<file path="src/rtl/alu_op_sequencer.sv">
// Command-sequenced add/sub/xor/shl/mul unit sharing one WIDTH-bit adder.
// Define ALU_SEQ_ACCUM_EN to add the ACC (101) / CLR (110) accumulator ops.
module alu_op_sequencer #(
    parameter int WIDTH = 8
) (
    input  logic               clk,
    input  logic               rst,
    input  logic               cmd_valid,
    output logic               cmd_ready,
    input  logic [2:0]         cmd_op,
    input  logic [WIDTH-1:0]   cmd_a,
    input  logic [WIDTH-1:0]   cmd_b,
    output logic               rsp_valid,
    input  logic               rsp_ready,
    output logic [2*WIDTH-1:0] rsp_data,
    output logic               rsp_flag,
    output logic               rsp_err,
    output logic               busy
);

    localparam int CW = (WIDTH > 1) ? $clog2(WIDTH) : 1;
    localparam logic [CW-1:0] CNT_LAST = CW'(WIDTH - 1);

    localparam logic [2:0] OP_ADD = 3'b000;
    localparam logic [2:0] OP_SUB = 3'b001;
    localparam logic [2:0] OP_XOR = 3'b010;
    localparam logic [2:0] OP_SHL = 3'b011;
    localparam logic [2:0] OP_MUL = 3'b100;
`ifdef ALU_SEQ_ACCUM_EN
    localparam logic [2:0] OP_ACC = 3'b101;
    localparam logic [2:0] OP_CLR = 3'b110;
`endif

    typedef enum logic [1:0] {
        IDLE,
        EXEC,
        MUL,
        DONE
    } state_t;

    state_t state_q;
    state_t state_n;

    logic [2:0]         op_q;
    logic [WIDTH-1:0]   a_q;
    logic [WIDTH-1:0]   b_q;
    logic [WIDTH-1:0]   prod_hi;
    logic [WIDTH-1:0]   prod_lo;
    logic [CW-1:0]      mul_cnt;
    logic               mul_primed;
    logic               rsp_valid_q;
    logic [2*WIDTH-1:0] res_data;
    logic               res_flag;
    logic               res_err;

    logic [WIDTH-1:0]   add_x;
    logic [WIDTH-1:0]   add_y;
    logic               add_ci;
    logic [WIDTH-1:0]   add_s;
    logic               add_co;

    logic [2*WIDTH-1:0] ex_data;
    logic               ex_flag;
    logic               ex_err;

    logic               cmd_fire;
    logic               mul_last;

`ifdef ALU_SEQ_ACCUM_EN
    logic [2*WIDTH-1:0] acc_q;
    logic [2*WIDTH:0]   acc_sum;

    assign acc_sum = {1'b0, acc_q} + {{(WIDTH + 1){1'b0}}, a_q};
`endif

    assign cmd_ready = (state_q == IDLE);
    assign busy      = (state_q != IDLE);
    assign cmd_fire  = cmd_valid && (state_q == IDLE);
    assign mul_last  = mul_primed && (mul_cnt == CNT_LAST);
    assign rsp_valid = rsp_valid_q;
    assign rsp_data  = res_data;
    assign rsp_flag  = res_flag;
    assign rsp_err   = res_err;

    always_ff @(posedge clk) begin
        if (rst) begin
            state_q <= IDLE;
        end else begin
            state_q <= state_n;
        end
    end

    always_comb begin
        state_n = state_q;
        unique case (state_q)
            IDLE: begin
                if (cmd_valid) begin
                    state_n = (cmd_op == OP_MUL) ? MUL : EXEC;
                end
            end
            EXEC: state_n = DONE;
            MUL: begin
                if (mul_last) begin
                    state_n = DONE;
                end
            end
            DONE: begin
                if (rsp_valid_q && rsp_ready) begin
                    state_n = IDLE;
                end
            end
            default: state_n = IDLE;
        endcase
    end

    // One shared adder: SUB is a + ~b + 1, MUL adds the multiplicand into the upper half.
    always_comb begin
        add_x  = a_q;
        add_y  = b_q;
        add_ci = 1'b0;
        if (state_q == MUL) begin
            add_x = prod_hi;
            add_y = prod_lo[0] ? a_q : '0;
        end else if (op_q == OP_SUB) begin
            add_y  = ~b_q;
            add_ci = 1'b1;
        end
    end

    assign {add_co, add_s} = {1'b0, add_x} + {1'b0, add_y}
                           + {{WIDTH{1'b0}}, add_ci};

    always_comb begin
        ex_data = '0;
        ex_flag = 1'b0;
        ex_err  = 1'b0;
        case (op_q)
            OP_ADD: begin
                ex_data = {{(WIDTH - 1){1'b0}}, add_co, add_s};
                ex_flag = add_co;
            end
            OP_SUB: begin
                ex_data = {{WIDTH{1'b0}}, add_s};
                ex_flag = ~add_co;
            end
            OP_XOR: begin
                ex_data = {{WIDTH{1'b0}}, a_q ^ b_q};
            end
            OP_SHL: begin
                ex_data = {{WIDTH{1'b0}}, a_q << 1};
                ex_flag = a_q[WIDTH-1];
            end
`ifdef ALU_SEQ_ACCUM_EN
            OP_ACC: begin
                ex_data = acc_sum[2*WIDTH-1:0];
                ex_flag = acc_sum[2*WIDTH];
            end
            OP_CLR: begin
                ex_data = '0;
            end
`endif
            default: ex_err = 1'b1;
        endcase
    end

    always_ff @(posedge clk) begin
        if (rst) begin
            op_q        <= '0;
            a_q         <= '0;
            b_q         <= '0;
            prod_hi     <= '0;
            prod_lo     <= '0;
            mul_cnt     <= '0;
            mul_primed  <= 1'b0;
            rsp_valid_q <= 1'b0;
            res_data    <= '0;
            res_flag    <= 1'b0;
            res_err     <= 1'b0;
        end else begin
            if (cmd_fire) begin
                op_q       <= cmd_op;
                a_q        <= cmd_a;
                b_q        <= cmd_b;
                mul_cnt    <= '0;
                mul_primed <= 1'b0;
            end
            if (state_q == EXEC) begin
                res_data <= ex_data;
                res_flag <= ex_flag;
                res_err  <= ex_err;
            end
            // First MUL cycle loads the multiplier; WIDTH shift-add steps follow.
            if (state_q == MUL) begin
                if (!mul_primed) begin
                    prod_hi    <= '0;
                    prod_lo    <= b_q;
                    mul_primed <= 1'b1;
                end else begin
                    prod_hi <= {add_co, add_s[WIDTH-1:1]};
                    prod_lo <= {add_s[0], prod_lo[WIDTH-1:1]};
                    mul_cnt <= mul_cnt + 1'b1;
                    if (mul_last) begin
                        res_data <= {add_co, add_s, prod_lo[WIDTH-1:1]};
                        res_flag <= |{add_co, add_s[WIDTH-1:1]};
                        res_err  <= 1'b0;
                    end
                end
            end
            if (state_q == DONE) begin
                if (!rsp_valid_q) begin
                    rsp_valid_q <= 1'b1;
                end else if (rsp_ready) begin
                    rsp_valid_q <= 1'b0;
                end
            end
        end
    end

`ifdef ALU_SEQ_ACCUM_EN
    always_ff @(posedge clk) begin
        if (rst) begin
            acc_q <= '0;
        end else if (state_q == EXEC) begin
            if (op_q == OP_ACC) begin
                acc_q <= acc_sum[2*WIDTH-1:0];
            end else if (op_q == OP_CLR) begin
                acc_q <= '0;
            end
        end
    end
`endif

endmodule

</file>
<file path="config.mk">
export PLATFORM = sky130hd
export DESIGN_NAME = alu_op_sequencer
export DESIGN_NICKNAME = d
export VERILOG_FILES = /design/src/rtl/alu_op_sequencer.sv
export SDC_FILE = /design/constraint.sdc
export NUM_CORES = 1
export LEC_CHECK = 0
export ABC_CLOCK_PERIOD_IN_PS = 9300
export CORE_AREA = 2 2 76 85
export DETAILED_ROUTE_END_ITERATION = 10
export DIE_AREA = 0 0 78 87
export GPL_TIMING_DRIVEN = 1
export PLACE_DENSITY = 0.76
export SYNTH_ARGS = -nofsm -noshare
export SYNTH_HDL_FRONTEND = slang
export SYNTH_SLANG_ARGS = --single-unit
export TNS_END_PERCENT = 20
</file>
<file path="constraint.sdc">
create_clock -name clk -period 9.3 [get_ports clk]
set_input_delay 1.395 -clock clk [delete_from_list [all_inputs] [get_ports clk]]
set_output_delay 1.395 -clock clk [all_outputs]
set_load 0.01 [all_outputs]
</file>
==> results.txt <==
STA classifies the critical path endpoint as a register. Ranked by total cell area, the synthesized netlist is headed by sky130_fd_sc_hd__dfxtp_1 (38%), sky130_fd_sc_hd__nand2_1 (6.5%), sky130_fd_sc_hd__xnor2_1 (5.5%). By count the netlist is led by sky130_fd_sc_hd__dfxtp_1 (60), sky130_fd_sc_hd__nand2_1 (55), sky130_fd_sc_hd__nor2_1 (38). In this run the count of I/O pins placed on the die edge is 44. The tools report the number of DRC markers after the initial detailed-route iteration as 198. The tightest min-delay check is of the register to register type. The floorplan step set the die width to 78 µm. Worst setup timing slack at the placement stage: 5722 ps. The maximum fanout count along the critical path was 20; the final max-slew violation count was 0.

Summed over all cells, the static leakage comes to 1.413 nW. Final non-filler cell total: 503. Setup repair after global routing left no endpoint under its margin.

The cell taking the most area after synthesis was sky130_fd_sc_hd__dfxtp_1. The number of setup violations in the final report is 0, and the final net count is 456. The power density over cell area is 255.7 nW/µm².

The final routed wirelength across all metal layers was 7898 µm. Compared with the post-synthesis result, the final layout area differs by 20.36%. Static timing analysis puts the maximum clock frequency at 275.9 MHz. The logs give 2680 for the number of global-route vias before repair and 56 for the largest net degree at the start of global routing.

At the worst endpoint, the required time is 9550 ps. Headroom to the max-slew limit came out at 36.12%. In this run the clock root is driven by a sky130_fd_sc_hd__clkbuf_8. The type of the worst setup path is register to register. Clock tree synthesis found a total of 60 sinks. The share of async-settable or async-resettable flops after synthesis was 0%.

Detailed placement finished with a half-perimeter wire length of 5739 µm. The worst register-to-register path begins at op_q[0]. The routed design could run at a clock period as short as 3624 ps.

Vertical die dimension: 87 µm. The share of the Yosys chip area taken by registers is 37.74%. Slack of the worst reg-to-reg path: 5680 ps. Hold is met by 467.0 ps.

The tools report the floorplan core area as 6006 µm². Dividing the synthesized area by the synthesized cell count gives 8.289 µm². The total overflow left after global routing is 0. For the vias after detailed routing, the log shows 2877. The reg-to-reg critical path endpoint is rsp_flag. For the residual DRC count, the log shows 0. The end point of the most critical hold path is rsp_data[15]. After layout, the worst path uses 38.97% of the clock period. The routed wirelength normalized by instance count came out at 15.70 µm.

For the antenna diode instance count, the log shows 0. The worst setup path is launched from a register. The overall die area was 6786 µm²; the measured slew at the worst slew-check pin was 958.2 ps. The data arrival time of the worst path is 3880 ps, and the fraction of layout instances using a drive strength above 1 is 7.565%.

Before antenna repair, the detailed router went through 5 iterations. Routability-driven placement finished with a final weighted congestion of 0.9156. The number of nets produced by synthesis is 422, and the logic depth of the worst register-to-register path is 14.

Clock skew on the completed layout was measured at 11.15 ps. Summed over its instances, the top area cell type makes up 37.74% of the synthesized netlist area. The number of buffers inserted for hold repair after clock tree synthesis was 0. The source-to-sink clock delay at the later pin of the worst-skew pair was 350 ps. After floorplanning, the core was divided into 30 placement rows. The tools report the overall power as 0.9797 mW. After clock tree synthesis, the clock-pin slew on the worst setup and hold paths is 60 ps. In this run the number of H-tree levels came out at 3. For this configuration, the core starts out at a cell density of 53.00%. In the synthesized netlist the dominant register cell turns out to be sky130_fd_sc_hd__dfxtp_1.

The logs give 42 for the number of distinct library cells after synthesis and 2 for the maximum buffer depth of the clock tree. The largest voltage drop on the vdd net was 0.0001534 V. The max-capacitance violation count came out at 0. The routed via count divided by cell count was 5.720; the cell count after placement was 487. During synthesis, Yosys emitted a total of 0 warnings. In the post-route analysis, the smallest setup slack over all paths is 5676 ps. For the post-synthesis cell count, the log shows 384. The cell depth of the worst min-delay path works out to 2. The logs give 0 for the initial antenna violation count and 12930 µm for the wire length of the first global-routing pass.

The synthesized design contains 60 register bits. Yosys instantiated no cell more often than sky130_fd_sc_hd__dfxtp_1. The number of port buffers is 43. The synthesized netlist occupies a cell area of 3183 µm².

Gates resized during post-CTS repair numbered 0. The tools report the total clock buffers created by CTS as 9. The number of endpoints with negative hold slack in the final report was 0; the number of antenna-violating nets in the routed design was 0.

The synthesized design contains 0 enable-type register cells. The final setup TNS was 0 ps. The flow ran to the end, and the final reports show no timing, DRC or antenna violations. After clock tree synthesis, the setup repair step added 0 buffers. Global routing consumed, over all layers together, 24.57% of the routing resources.

TritonCTS built the clock tree. The startpoint identified for the worst hold timing path is rsp_data[15].
-- final cells by class --
class | count | area (µm²)
clock buffers | 12 | 155.1
repair buffers | 47 | 455.4
inverters | 14 | 52.55
clock inverters | 4 | 47.55
fillers | 560 | 2175
well taps | 80 | 100.1
flip-flops and latches | 60 | 1201
multi-input cells | 286 | 1819
-- layer usage --
layer	routed length, µm	vias to the layer above	global-route usage [%]
li1	-	1421	-
met1	3541	1331	31.15
met2	3681	103	40.36
met3	454	22	4.564
met4	220	0	12.12
met5	0	-	0
-- per-stage QoR --
stage	util, %	area (µm²)
global route	63.79	3831
CTS	63.79	3831
global placement	60.42	3628
finish	63.79	3831
detailed placement	60.42	3628
floorplan	-	3183
-- sequential cells by signal, summed over array words and instances (netlist names), 2 cells and up --
name,count
state_q,2
prod_hi,8
op_q,3
mul_cnt,3
a_q,8
rsp_data,16
prod_lo,8
b_q,8
-- worst max path at each step --
stage	cells past startpoint	endpoint	slack, ps	startpoint
5_1_grt	14	rsp_data[4]	5330	op_q[0]
3_5_place_dp	14	rsp_flag	5720	op_q[0]
4_1_cts	14	rsp_flag	5690	op_q[0]
2_1_floorplan	14	rsp_flag	6160	state_q[0]
6_report	14	rsp_flag	5680	op_q[0]
3_3_place_gp	14	rsp_flag	5830	op_q[0]
-- worst max-delay path, stage by stage, from the launching register on --
cell                       delay, ps
sky130_fd_sc_hd__dfxtp_1         700
sky130_fd_sc_hd__nor3b_1         260
sky130_fd_sc_hd__buf_4           220
sky130_fd_sc_hd__xnor2_1         130
sky130_fd_sc_hd__nor2_1           50
sky130_fd_sc_hd__a31oi_1         200
sky130_fd_sc_hd__fa_1            220
sky130_fd_sc_hd__inv_1            80
sky130_fd_sc_hd__fa_1            410
sky130_fd_sc_hd__a211oi_2        310
sky130_fd_sc_hd__o31ai_4         110
sky130_fd_sc_hd__o22ai_2         280
sky130_fd_sc_hd__xor2_1          100
sky130_fd_sc_hd__o311a_1         300
sky130_fd_sc_hd__a211oi_1        150
-- kinds of logic (layout without fill, tap and decap cells) --
kind of cell,after synthesis,count (layout),synth area share (%)
buffers and inverters,38,77,5.110
DFF,60,60,37.74
adders and majority gates,15,15,6.368
xor gates and xnor gates,25,25,6.879
and+or+nand+nor,124,124,16.43
muxes,19,19,6.250
AOI/OAI and AO/OA,103,103,21.23
-- report_power, final --
part,switching (mW),leakage (nW),internal [mW]
registers,0.0540,0.488,0.295
logic,0.223,0.823,0.168
clock network,0.103,0.102,0.137
total,0.380,1.41,0.600
-- cells in the final DEF, fill, tap and decap left out, types with 2 or more instances in the layout --
cell type                         synthesis  layout
sky130_fd_sc_hd__nor3_1                   7       7
sky130_fd_sc_hd__ha_1                    13      13
sky130_fd_sc_hd__nand2b_1                 2       2
sky130_fd_sc_hd__o21ai_0                 20      20
sky130_fd_sc_hd__dfxtp_1                 60      60
sky130_fd_sc_hd__a22o_1                   3       3
sky130_fd_sc_hd__o31ai_1                  3       3
sky130_fd_sc_hd__mux2i_1                 12      12
sky130_fd_sc_hd__o22ai_1                  3       3
sky130_fd_sc_hd__nand3b_1                 2       2
sky130_fd_sc_hd__o21a_1                   2       2
sky130_fd_sc_hd__nand3_1                 13      13
sky130_fd_sc_hd__a222oi_1                 3       3
sky130_fd_sc_hd__xor2_1                   5       5
sky130_fd_sc_hd__nor3b_1                  2       2
sky130_fd_sc_hd__a22oi_1                 16      16
sky130_fd_sc_hd__or3_1                    2       2
sky130_fd_sc_hd__a211oi_1                 9       9
sky130_fd_sc_hd__clkdlybuf4s50_1          0      42
sky130_fd_sc_hd__nand2_1                 55      55
sky130_fd_sc_hd__o221ai_1                 2       2
sky130_fd_sc_hd__clkinv_2                 0       2
sky130_fd_sc_hd__inv_1                   13      13
sky130_fd_sc_hd__buf_4                    4       4
sky130_fd_sc_hd__mux2_2                   7       7
sky130_fd_sc_hd__a21oi_1                 34      34
sky130_fd_sc_hd__nor2_1                  38      38
sky130_fd_sc_hd__fa_1                     2       2
sky130_fd_sc_hd__xnor2_1                 20      20
sky130_fd_sc_hd__clkbuf_8                 0      11
No activity file was read; power rests on OpenSTA's default activity.
